**src/rtl/counter_timer.sv**
```systemverilog
// Up/down event timer with prescaler, wrap/stop-at-terminal and pause.
// Optional load port: define COUNTER_TIMER_LOAD_EN.
//
// Ports:
//   clk, reset (async, active-high)
//   en         count enable (freezes count and prescaler when low)
//   go         synchronous (re)start, samples dir
//   dir        0 = up (0 -> MAXCOUNT), 1 = down (MAXCOUNT -> 0)
//   pause      level hold in RUN/HOLD
//   load, load_value  (COUNTER_TIMER_LOAD_EN only) clamped count load
//   count      current count
//   running    1 in RUN
//   done       1 in DONE
//   wrap_pulse 1-cycle strobe on rollover (WRAP=1)
module counter_timer #(
  parameter int WIDTH    = 14,
  parameter int MAXCOUNT = 12348,
  parameter int PRESCALE = 1,
  parameter int WRAP     = 0
) (
  input  logic             clk,
  input  logic             reset,
  input  logic             en,
  input  logic             go,
  input  logic             dir,
  input  logic             pause,
`ifdef COUNTER_TIMER_LOAD_EN
  input  logic             load,
  input  logic [WIDTH-1:0] load_value,
`endif
  output logic [WIDTH-1:0] count,
  output logic             running,
  output logic             done,
  output logic             wrap_pulse
);

  localparam int PW =
    (PRESCALE > 1) ? $clog2(PRESCALE) : 1;
  localparam logic [PW-1:0] LP_PLAST =
    PW'(PRESCALE - 1);
  localparam logic [WIDTH-1:0] LP_MAX =
    WIDTH'(MAXCOUNT);

  typedef enum logic [1:0] {
    S_IDLE,
    S_RUN,
    S_HOLD,
    S_DONE
  } state_t;

  state_t           r_state, w_next;
  logic [WIDTH-1:0] r_count, w_count;
  logic [PW-1:0]    r_psc, w_psc;
  logic             r_dir, w_dir;
  logic             r_wrap, w_wrap;
  logic             r_running, r_done;

  logic [WIDTH-1:0] w_term, w_start, w_stepped;

  assign w_term    = r_dir ? '0 : LP_MAX;
  assign w_start   = r_dir ? LP_MAX : '0;
  assign w_stepped = r_dir ? r_count - WIDTH'(1)
                           : r_count + WIDTH'(1);

`ifdef COUNTER_TIMER_LOAD_EN
  logic [WIDTH-1:0] w_load;
  assign w_load =
    (load_value > LP_MAX) ? LP_MAX : load_value;
`endif

  always_comb begin
    w_next  = r_state;
    w_count = r_count;
    w_psc   = r_psc;
    w_dir   = r_dir;
    w_wrap  = 1'b0;
    if (go) begin
      w_dir   = dir;
      w_count = dir ? LP_MAX : '0;
      w_psc   = '0;
      w_next  = S_RUN;
    end
`ifdef COUNTER_TIMER_LOAD_EN
    else if (load) begin
      w_count = w_load;
      w_psc   = '0;
      if (r_state == S_DONE && w_load != w_term)
        w_next = S_RUN;
    end
`endif
    else begin
      unique case (r_state)
        S_RUN: begin
          if (pause) begin
            w_next = S_HOLD;
          end else if (en) begin
            if (r_psc == LP_PLAST) begin
              w_psc = '0;
              if (WRAP != 0) begin
                if (r_count == w_term) begin
                  w_count = w_start;
                  w_wrap  = 1'b1;
                end else begin
                  w_count = w_stepped;
                end
              end else if (r_count == w_term) begin
                // already at terminal (e.g. after a load):
                // stop rather than overflow
                w_next = S_DONE;
              end else begin
                w_count = w_stepped;
                if (w_stepped == w_term)
                  w_next = S_DONE;
              end
            end else begin
              w_psc = r_psc + PW'(1);
            end
          end
        end
        S_HOLD: begin
          if (!pause)
            w_next = S_RUN;
        end
        default: ;
      endcase
    end
  end

  always_ff @(posedge clk or posedge reset) begin
    if (reset) begin
      r_state   <= S_IDLE;
      r_count   <= '0;
      r_psc     <= '0;
      r_dir     <= 1'b0;
      r_wrap    <= 1'b0;
      r_running <= 1'b0;
      r_done    <= 1'b0;
    end else begin
      r_state   <= w_next;
      r_count   <= w_count;
      r_psc     <= w_psc;
      r_dir     <= w_dir;
      r_wrap    <= w_wrap;
      r_running <= (w_next == S_RUN);
      r_done    <= (w_next == S_DONE);
    end
  end

  assign count      = r_count;
  assign running    = r_running;
  assign done       = r_done;
  assign wrap_pulse = r_wrap;

endmodule

```
**config.mk**
```make
export PLATFORM = sky130hd
export DESIGN_NAME = counter_timer
export DESIGN_NICKNAME = d
export VERILOG_FILES = /design/src/rtl/counter_timer.sv
export SDC_FILE = /design/constraint.sdc
export NUM_CORES = 1
export LEC_CHECK = 0
export ABC_AREA = 1
export CAP_MARGIN = 30
export CELL_PAD_IN_SITES_DETAIL_PLACEMENT = 1
export CELL_PAD_IN_SITES_GLOBAL_PLACEMENT = 1
export CORE_MARGIN = 2
export CORE_UTILIZATION = 31
export DETAILED_ROUTE_END_ITERATION = 8
export PLACE_DENSITY_LB_ADDON = 0.1
export SYNTH_ARGS = -nofsm -noshare
export SYNTH_HDL_FRONTEND = slang
export SYNTH_SLANG_ARGS = --single-unit
```
**constraint.sdc**
```tcl
create_clock -name clk -period 2.8 [get_ports clk]
set_input_delay 0.56 -clock clk [delete_from_list [all_inputs] [get_ports clk]]
set_output_delay 0.56 -clock clk [all_outputs]
set_load 0.02 [all_outputs]
```
==> metrics.txt, run 1 <==
most used cell, CP nand2_1; Die Width 78.5 microns; Cell Chain, Critical Path buf_6 > ha_1 > or2_4 > and2_4 > nand2_1 > nand3b_1 > nand2_2 > nand3_1 > nor2_1 > nand3_1 > nand2_1 > nand2_1 > nand2_1 > nand2_1 > a21oi_2 > a21oi_1; Die ar. 0.00616 sq mm; GPL Wtd Cong 0.792; post-synthesis cell area 0.00172 sq mm; Syn Area/Cell 6.49 sq um; CTS Sinks 19; CP required 2.93 ns; Tightest Pin Transition 0.798 ns; placed insts 360; 1st-iter DRT viols 35; Post-Syn Nets 287; row count 27; Startpoint Class flop; Final Cycle Share 91.2%; Setup TNS 0 ns; Clock Path Buffers 2; area leader, netlist dfrtp_1; die height 78.5 microns; CP max stage cell dfrtp_2; largest net degree at the start of global routing 20; crit path max fanout 6; Yosys top cell area share 27.7%; Total Wirelength 5580 microns; Reg clk slew, reported paths 0.08 ns; nets 320; DR vias/cell 4.87; synth top area cells dfrtp_1 (28%), nand2_1 (22%), ha_1 (11%); hpwl dp 4390 microns; Worst VDD drop 0.342 mV; Worst Hold Slack 0.567 ns; GRT Util Overall 18.3%; share of cells above drive strength 1 13.5%; CTS tree done; Crit path arrival time 2.69 ns; initial antenna violation count 0; antenna viol nets, final 0; DRC violations left 0; DR pass1 iterations 4; root buf cell clkbuf_8; Relative slew margins 46.7%; P per Cell Area 653 mW/mm^2; fin util 41.5%; area occupied by multi-input gates 0.00122 sq mm; fmax 0.392 GHz; # setup viols final 0; global-route wire length before repair 8890 microns; H-tree Lvls 1; largest incremental delay on the critical path 0.46 ns; status completed; Ant. Diodes 0; Vias 1,798; Min Clock Period, post-route 2.55 ns; I/O pin count 23; routed len/inst 15.1 microns; Area Overhead vs Synth 31.3%; Reg area 478 sq um; Synth Instances 265; Worst setup EP type flop; Clock Skews 0.00603 ns; Max-Cap Viols 0; fin cells 369; vias in the first global route 1,810; clk_lat worst skew 0.26 ns; Starting Density 31.6%; Distinct cells, synth 30; grt total ovfl 0; leak pwr 1.13 nW; WS Path Type flop to flop; register area share after synthesis 27.7%; PortBufs 21; Fillers 695; TritonCTS Buffers 3; Hold Vio Cnt, Final 0; r2r setup slk 0.25 ns; synthesized flop and latch total 19; HP Class flop to flop; Final Max Slew Viols 0; Ys Warns 0; total core area 0.00544 sq mm
## critical path, delay by kind of cell (launching register included)
family / cells / cell delay [ns]
adder cells (fa/ha/maj): 1 / 0.33
AO/OA/AOI/OAI: 2 / 0.20
buffers and inverters: 1 / 0.14
flip-flops: 1 / 0.46
AND/OR/NAND/NOR: 12 / 1.30
## metrics by stage
stage                     worst slack (ns)  cell area, sq um  power (W)
after global placement               0.124              2040    0.00120
after global routing              -0.00739              2260    0.00161
final                                0.247              2260    0.00147
after floorplan                      0.395              1720   0.000924
after detailed placement            0.0936              2040    0.00120
after CTS                           0.0578              2090    0.00141
## synthesized netlist by cell type
cell type,number
or2_4,1
o211ai_1,6
nand4_1,6
a21oi_1,11
buf_4,1
nor3_1,1
and2_4,1
xor2_1,2
conb_1,1
inv_1,33
nor4_1,2
nand3_1,17
nand3b_1,4
nand2_1,101
o21ai_1,1
ha_1,15
fa_1,1
dfrtp_1,19
and2_1,1
o22ai_1,1
inv_2,3
or2_1,1
nor2_1,22
nand3b_4,1
nand2_2,1
o21ai_0,6
a22o_1,2
clkbuf_1,2
a21oi_2,1
xnor2_1,1
## final cells by class
class	count	area share (%)
multi-input combinational	207	54.0
inverter	36	5.99
tap	72	3.99
clock buffer	4	2.00
timing repair buffer	31	12.8
sequential	19	21.2
## worst paths after layout
path,to,from,depth (start not counted)
setup reg to reg,running,r_dir,16
max in group asynchronous,count[0],reset,2
hold / removal,count[2],count[2],2
hold reg to reg,count[2],count[2],2
setup / recovery,running,r_dir,16
min in group asynchronous,count[1],reset,2
## metal layers
layer	vias to the layer above	track usage [%]	share of wire [%]
met5	-	0	0
met4	0	5.79	1.4
met3	6	1.26	3.1
met2	23	29.9	48
met1	855	25.6	48
li1	914	-	-
## sequential cells by signal, summed over array words and instances, names as in the netlist
signal and flops:
running 1, r_state 2, count 14, done 1, r_dir 1
## placed cells by master, fill, tap and decap left out, drive strengths merged
cell type / synthesis / final
nand2: 102 / 102
inv: 36 / 36
nor2: 22 / 22
clkdlybuf4s50: 0 / 21
dfrtp: 19 / 19
nand3: 17 / 17
ha: 15 / 15
a21oi: 12 / 12
buf: 1 / 10
o21ai: 7 / 7
nand4: 6 / 6
o211ai: 6 / 6
nand3b: 5 / 5
clkbuf: 2 / 4
nor4: 2 / 2
a22o: 2 / 2
or2: 2 / 2
and2: 2 / 2
xor2: 2 / 2
xnor2: 1 / 1
nor3: 1 / 1
o22ai: 1 / 1
fa: 1 / 1
conb: 1 / 1
## cells by family after synthesis
family | after synthesis | synth area share [%]
AO/OA/AOI/OAI | 28 | 9.75
XOR/XNOR | 3 | 1.53
adder cells (fa/ha/maj) | 16 | 12.1
buffers and inverters | 39 | 8.73
flip-flops | 19 | 27.7
other | 1 | 0.218
AND/OR/NAND/NOR | 159 | 40.0
## where the power goes
part           internal [W]  switching [W]
Clock              0.000101      0.0000931
Sequential         0.000334      0.0000642
Combinational      0.000355       0.000527
## repair_timing
item	CTS	global route
gates resized for setup	0	24
hold buffers	0	0
setup buffers	0	5
setup endpoints to repair	0	4
Power figures use the tool's default switching activity.
==> inputs of run 2 (changes only) <==
CTS_CLUSTER_SIZE = 14   (was not set)
==> results of run 2 <==
No change in the layout: final DEF, timing and power equal those of run 1.
